<file path="config.mk">
export PLATFORM = sky130hd
export DESIGN_NAME = imem_fetch_port
export DESIGN_NICKNAME = d
export VERILOG_FILES = /design/src/rtl/imem_fetch_port.sv
export SDC_FILE = /design/constraint.sdc
export NUM_CORES = 2
export LEC_CHECK = 0
export CORE_MARGIN = 4
export CORE_UTILIZATION = 30
export DETAILED_ROUTE_END_ITERATION = 16
export PLACE_DENSITY = 0.5
export SETUP_SLACK_MARGIN = 0.2
export SLEW_MARGIN = 20
export SYNTH_ARGS = -nofsm -noshare
export SYNTH_HDL_FRONTEND = slang
export SYNTH_SLANG_ARGS = --single-unit
</file>
<file path="constraint.sdc">
create_clock -name clk -period 3.1 [get_ports clk]
set_input_delay 0.465 -clock clk [delete_from_list [all_inputs] [get_ports clk]]
set_output_delay 0.465 -clock clk [all_outputs]
set_load 0.03 [all_outputs]
</file>
<file path="src/rtl/imem_fetch_port.sv">
// Instruction memory for the RISC-V core: registered valid/ready fetch port,
// byte-enabled program-load port and a NOP-fill clear sequence after reset.
module imem_fetch_port #(
   parameter int              XLEN           = 32,
   parameter int              DEPTH          = 64,
   parameter logic [XLEN-1:0] BASE_ADDR      = '0,
   parameter logic [31:0]     NOP_WORD       = 32'h00000013,
   parameter bit              CLEAR_ON_RESET = 1'b1
) (
   input  logic              clk,
   input  logic              reset,
   output logic              busy,
   input  logic              load_en,
   input  logic [XLEN-1:0]   load_addr,
   input  logic [XLEN-1:0]   load_data,
   input  logic [XLEN/8-1:0] load_be,
   output logic              load_err,
   input  logic              req_valid,
   output logic              req_ready,
   input  logic [XLEN-1:0]   req_pc,
   output logic              resp_valid,
   input  logic              resp_ready,
   output logic [XLEN-1:0]   resp_instr,
   output logic [XLEN-1:0]   resp_pc,
   output logic [1:0]        resp_fault
);

   localparam int              IDX_W    = (DEPTH > 1) ? $clog2(DEPTH) : 1;
   localparam int              NBYTES   = XLEN / 8;
   localparam logic [XLEN-1:0] SPAN     = XLEN'(DEPTH * 4);
   localparam logic [XLEN-1:0] NOP_FILL = XLEN'(NOP_WORD);

   localparam logic [0:0] CLEAR = 1'b0;
   localparam logic [0:0] READY = 1'b1;

   localparam logic [1:0] FAULT_OK    = 2'b00;
   localparam logic [1:0] FAULT_ALIGN = 2'b01;
   localparam logic [1:0] FAULT_RANGE = 2'b10;

   logic [XLEN-1:0]  mem [DEPTH];
   logic [0:0]       state;
   logic [IDX_W-1:0] clear_idx;
   logic [1:0]       req_fault;
   logic [1:0]       load_fault;
   logic [IDX_W-1:0] req_idx;
   logic [IDX_W-1:0] load_idx;
   logic             accept;
   logic             load_ok;

   // Misalignment outranks the range check; addresses below the base fault
   // explicitly because the wrapped offset alone would not catch every case.
   function automatic logic [1:0] decode_fault(input logic [XLEN-1:0] addr);
      if (addr[1:0] != 2'b00) return FAULT_ALIGN;
      if ((addr < BASE_ADDR) || ((addr - BASE_ADDR) >= SPAN)) return FAULT_RANGE;
      return FAULT_OK;
   endfunction

   function automatic logic [IDX_W-1:0] decode_index(input logic [XLEN-1:0] addr);
      return IDX_W'((addr - BASE_ADDR) >> 2);
   endfunction

   always_comb begin
      req_fault  = decode_fault(req_pc);
      load_fault = decode_fault(load_addr);
      req_idx    = decode_index(req_pc);
      load_idx   = decode_index(load_addr);
   end

   assign busy      = (state == CLEAR);
   assign req_ready = (state == READY) && (!resp_valid || resp_ready);
   assign accept    = req_valid && req_ready;
   assign load_ok   = (state == READY) && load_en && (load_fault == FAULT_OK);

   always_ff @(posedge clk) begin
      if (reset) begin
         state      <= CLEAR_ON_RESET ? CLEAR : READY;
         clear_idx  <= '0;
         resp_valid <= 1'b0;
         resp_instr <= '0;
         resp_pc    <= '0;
         resp_fault <= FAULT_OK;
         load_err   <= 1'b0;
      end else begin
         if (state == CLEAR) begin
            if (clear_idx == IDX_W'(DEPTH - 1)) begin
               state <= READY;
            end else begin
               clear_idx <= clear_idx + 1'b1;
            end
         end

         load_err <= (state == READY) && load_en && (load_fault != FAULT_OK);

         if (accept) begin
            resp_valid <= 1'b1;
            resp_pc    <= req_pc;
            resp_fault <= req_fault;
            resp_instr <= (req_fault == FAULT_OK) ? mem[req_idx] : '0;
         end else if (resp_ready) begin
            resp_valid <= 1'b0;
         end
      end
   end

   // Storage has no reset so contents survive reset when the clear is disabled;
   // the read above sees the pre-edge word, giving read-before-write on collision.
   always_ff @(posedge clk) begin
      if (!reset) begin
         if (state == CLEAR) begin
            mem[clear_idx] <= NOP_FILL;
         end else if (load_ok) begin
            for (int b = 0; b < NBYTES; b++) begin
               if (load_be[b]) begin
                  mem[load_idx][8*b +: 8] <= load_data[8*b +: 8];
               end
            end
         end
      end
   end

endmodule

</file>
# Word-level counts from Yosys, hierarchy flattened
# Memory sizes are Yosys's and may differ from the RTL's.
# Cells that the tools add are included.
# W data, S select, Z words.
[totals]
regBits = 75
ramBits = 2048
inputBits = 105
output_inout_bits = 70
elab_cells = 78
memories = 1
[classes]
n_addsub = 1
n_lt_le_gt_ge = 4
n_eq_ne = 1
n_mux = 45
bitwise = 2
reduce_logical = 17
[memory_table]
columns = ["name", "words", "width", "read_ports", "rd_clocked_by_memory_dff", "write_ports", "line", "rtl"]
rows = [
  ["mem", 64, 32, 1, 0, 1, "40", "logic [XLEN-1:0] mem [DEPTH];"],
]
[ops]
columns = ["op", "n"]
rows = [
  ["$ge A32 B9 Y1 const B", 2],
  ["$lt A32 B1 Y1 const B", 2],
  ["$mux W32", 2],
  ["$mux W1", 33],
  ["$reduce_or A32 Y1", 1],
  ["$mux W2", 8],
  ["$reduce_bool A2 Y1", 4],
  ["$add A6 B1 Y6 const B", 1],
  ["$eq A6 B6 Y1 const B", 1],
  ["$mux W6", 1],
  ["$logic_and A1 B1 Y1", 5],
  ["$logic_not A2 Y1", 2],
  ["$mux W4", 1],
  ["$logic_or A1 B1 Y1", 3],
  ["$not A1 Y1", 2],
  ["$reduce_and A2 Y1", 1],
  ["$logic_not A1 Y1", 1],
]

# Depth between registers and ports, before layout
[depth]
word_depth = 14
mapped_depth = 11
mapped_depth_nobuf = 7

# Worst setup path after synthesis
# No wires, ideal clock.
[synth_path]
path_type = "input port to flip-flop"
start = "input load_addr[26]"
end = "memory mem[0][10] (data pin)"
setup_ns = 0.367
t_arrival_ns = 2.818
required_time_ns = 2.733
slack_ns = -0.085
path_stages = 6
n_path_buf = 2
path_cell_list = "nor4_1 > nand4_1 > nor4_4 > buf_2 > clkbuf_1 > and2_1"
[synth_via]
elab_chain_cells = 14
word_cells_on_any_way = 28
cone_classes = "order compare: 2; mux: 22; reduce/logical: 4"
[synth_lines]
columns = ["element", "line", "rtl"]
rows = [
  ["from (decl)", "14", "input logic [XLEN-1:0] load_addr,"],
  ["$lt A32 B1 Y1 / $ge A32 B9 Y1 (equally long branches)", "54", "if ((addr < BASE_ADDR) || ((addr - BASE_ADDR) >= SPAN)) return FAULT_RANGE;"],
  ["$logic_or A1 B1 Y1 *", "54", ""],
  ["$mux W1 (2 in series)", "54", ""],
  ["$mux W2 *", "55", "return FAULT_OK;"],
  ["$mux W2 *", "54", ""],
  ["$logic_not A2 Y1 *", "72", "assign load_ok = (state == READY) && load_en && (load_fault == FAULT_OK);"],
  ["$logic_and A1 B1 Y1 *", "72", ""],
  ["$mux W1", "111", "end else if (load_ok) begin"],
  ["$mux W1", "109", "if (state == CLEAR) begin"],
  ["$mux W1", "108", "if (!reset) begin"],
  ["$mux W1 (not written as such)", "114", "mem[load_idx][8*b +: 8] <= load_data[8*b +: 8];"],
  ["$reduce_or A32 Y1 (no line) *", "--", ""],
  ["$mux W32 (no line) *", "--", ""],
  ["to (decl)", "40", ""],
]
# Every way passes the cells marked *; elsewhere a longest branch is shown, timed or not. The select of a mux whose other input is x is not followed.

# Worst setup path in the final report
[layout_path]
start = "input load_addr[14]"
end = "memory mem[56][19], enable pin"
[layout_via]
elab_chain_cells = 14
word_cells_on_any_way = 29
cone_classes = "order compare: 2; mux: 23; reduce/logical: 4"
[layout_lines]
columns = ["element", "line"]
rows = [
  ["$lt A32 B1 Y1 / $ge A32 B9 Y1 (equally long branches)", "54"],
  ["$logic_or A1 B1 Y1 *", "54"],
  ["$mux W1 (2 in series)", "54"],
  ["$mux W2 *", "55"],
  ["$mux W2 *", "54"],
  ["$logic_not A2 Y1 *", "72"],
  ["$logic_and A1 B1 Y1 *", "72"],
  ["$mux W1", "111"],
  ["$mux W1", "109"],
  ["$mux W1", "108"],
  ["$mux W1 (not written as such)", "114"],
  ["$reduce_or A32 Y1 (no line)", "--"],
  ["$mux W6 (no line) / $mux W4 (equally long branches)", "--"],
]
# Marked as above.

==> metrics.txt <==
final hold vios=0; first drt pass iteration count=5; Synth Area in Adders=0.000151; antenna-violating nets left=0; mux cell area share after synthesis=0.154; IO Port Bufs=174; largest family of logic cells by synthesized area=multiplexers; CP Class=in2reg; post-synthesis net count=4245; Mapped Cells=4139; H-tree depth=4; Synth Area in Simple Gates=0.0388; hpwl dp=190000 um; root buffer selected by CTS=clkbuf_16; Overall Power=60.0 mW; final core utilization=0.380; Final Cell Area=104000 um2; row count=192; post-synth top area share=0.744; Data required, critical path=3.62 ns; clk_lat worst skew=0.89 ns; Final Cycle Share=0.924; CTS sink count=2123; number of buffers created by CTS=220; Final #Nets=5314; Initial Util=0.302; max-slew violation total from the final report=0; EDFF count, synth=2048; gr usage total=0.185; Final Setup Violations=0; TritonCTS clock tree=built; fmax=0.349 GHz; area of the multi-input gates=18700 um2; wirelength, routed=269000 um; Pwr Density=577 nW/um2; Die ar.=284000 um2; Hold Crit Class=in2reg; max-cap viol count=0; initial antenna violation count=15; first-pass GRT wire length=374000 um; Clk pin slew, worst setup/hold paths=0.06 ns; register area=63000 um2; first-iteration detailed-routing DRC count=4883; largest net degree at the start of global routing=65; share of layout cells above drive strength 1=0.334; total global routing overflow=0; leading area contributor after synthesis=edfxtp_1; CP Capture Type=flop; Clock Path Buffers=4; synth unique cells=64; xor/xnor cell area share of the yosys netlist=0.000530; RSZ-0062 raised after global routing=false; fill count=25.0k; register area share after synthesis=0.762; post-synthesis async set-or-reset flop share=0; Commonest cells post-synth=2048 x edfxtp_1, 460 x mux4_2, 311 x nor2_1; worst rel slew slack=0.304; Final GP Congestion=0.872; Die Wd=533 um; crit path DAT=3.38 ns; placed standard-cell area=96900 um2; Startpoint Class=primary input; Layout area overhead=25.8%; status=finished clean; core area=274000 um2; critical path peak fanout=8; Avg Cell Area, Syn=20.0 um2; drt drc=0; Peak VDD IR=0.445 mV; mapped cell area=82700 um2; clock skew=0.0486 ns; number of global-route vias before repair=46.9k; Synth Warn #=0; Worst-Margin Slew=1.04 ns; Die H=533 um; predominant post-synthesis flop cell=edfxtp_1; Top-Level Pins=175; vias per inst=5.04; R2R setup slack=0.29 ns; total number of vias=45.7k; DR WL/cell=29.7 um; most frequent cell after synthesis=edfxtp_1; Final Critical Period=2.86 ns; Synth Area in Compound Gates=0.0287; LEAKAGE=34.2 nW; most area-consuming cells after synthesis=edfxtp_1 74%, mux4_2 13%, mux2i_1 2.7%, dfxtp_1 1.8%, nor2_1 1.4%; Yosys reg bits=2123
[report_power, final]
| group | internal [mW] | switching (mW) | leakage (nW) |
|---|---|---|---|
| registers | 31.1 | 0.0252 | 19.2 |
| logic | 1.27 | 1.68 | 11.7 |
| clock network | 14.8 | 11.2 | 3.41 |
| total | 47.2 | 12.9 | 34.2 |
[layout by cell type (no fill, tap or decap), drive strengths merged, types with 71 or more instances in the layout]
cell type | synthesis | final
a21oi | 71 | 71
buf | 161 | 905
clkbuf | 68 | 269
clkdlybuf4s50 | 0 | 167
clkinv | 0 | 99
dfxtp | 75 | 75
edfxtp | 2048 | 2048
mux2i | 220 | 220
mux4 | 460 | 460
nand2 | 235 | 235
nor2 | 311 | 311
[cells by family (layout without fill, tap and decap cells)]
family | after synthesis | in the layout
fa+ha+maj | 1 | 1
buf+inv | 232 | 1475
flops | 2123 | 2123
compound gates | 350 | 350
mux | 697 | 697
simple gates | 731 | 731
other cells | 0 | 3
xor+xnor | 5 | 5
[final cells by class]
| type | count | area share |
|---|---|---|
| Clock buffer | 266 | 0.0550 |
| Tap cell | 3686 | 0.0443 |
| Inverter | 3 | 0.000108 |
| Multi-Input combinational cell | 1784 | 0.180 |
| Sequential cell | 2123 | 0.605 |
| Clock inverter | 130 | 0.0118 |
| Timing Repair Buffer | 1076 | 0.104 |
| Antenna cell | 3 | 0.0000721 |
[worst max-delay path: stages]
cell and delay [ns]:
clkdlybuf4s50_1 0.42, nor4_2 0.38, nand3_2 0.17, nor4_4 0.29, buf_6 0.18, buf_12 0.14
mux2i_1 0.26, buf_4 0.17, nand2_1 0.11, buf_12 0.16, nor2_2 0.62
[metrics by stage]
stage	cells	setup TNS [ns]	setup WS (ns)	hold slack [ns]
global route	9070	0	0.205	0.171
detailed placement	8666	-1663.33	-1.04	0.433
finish	9071	0	0.237	0.180
CTS	9064	0	0.0906	0.122
floorplan	4139	0	0.0481	0.564
global placement	8665	-1659.54	-1.06	0.431
[layer usage]
| layer | vias up | share of wire | wire length (um) | track usage |
|---|---|---|---|---|
| li1 | 19100 | - | - | - |
| met1 | 24600 | 0.41 | 112000 | 0.251 |
| met2 | 1674 | 0.48 | 130000 | 0.303 |
| met3 | 385 | 0.069 | 18700 | 0.0332 |
| met4 | 0 | 0.034 | 9130 | 0.0586 |
| met5 | - | 0 | 0 | 0 |
[final timing paths]
path	from	end	cells after the start
setup / recovery	load_addr[14]	mem[56][19]$_DFFE_PP_	11
hold / removal	req_pc[20]	resp_pc[20]$_SDFFE_PP0P_	3
setup reg to reg	state$_SDFF_PP0_	mem[56][19]$_DFFE_PP_	9
hold reg to reg	resp_instr[17]$_SDFFE_PP0P_	resp_instr[17]$_SDFFE_PP0P_	2
[sequential cells by signal, indices dropped and copies added (netlist names)]
signal / count
mem: 2048
resp_instr: 32
resp_pc: 32
clear_idx: 6
resp_fault: 2
load_err: 1
resp_valid: 1
state: 1
[repair_timing]
action | in CTS | in global routing
pin swaps | 1 | 2
gates cloned | 0 | 1
endpoints found under the setup margin | 761 | 1048
hold endpoints to repair | 1 | 0
hold buffers | 1 | 0
gates resized for setup | 22 | 34
buffers inserted | 1 | 3
(Power assumes the default switching activity.)
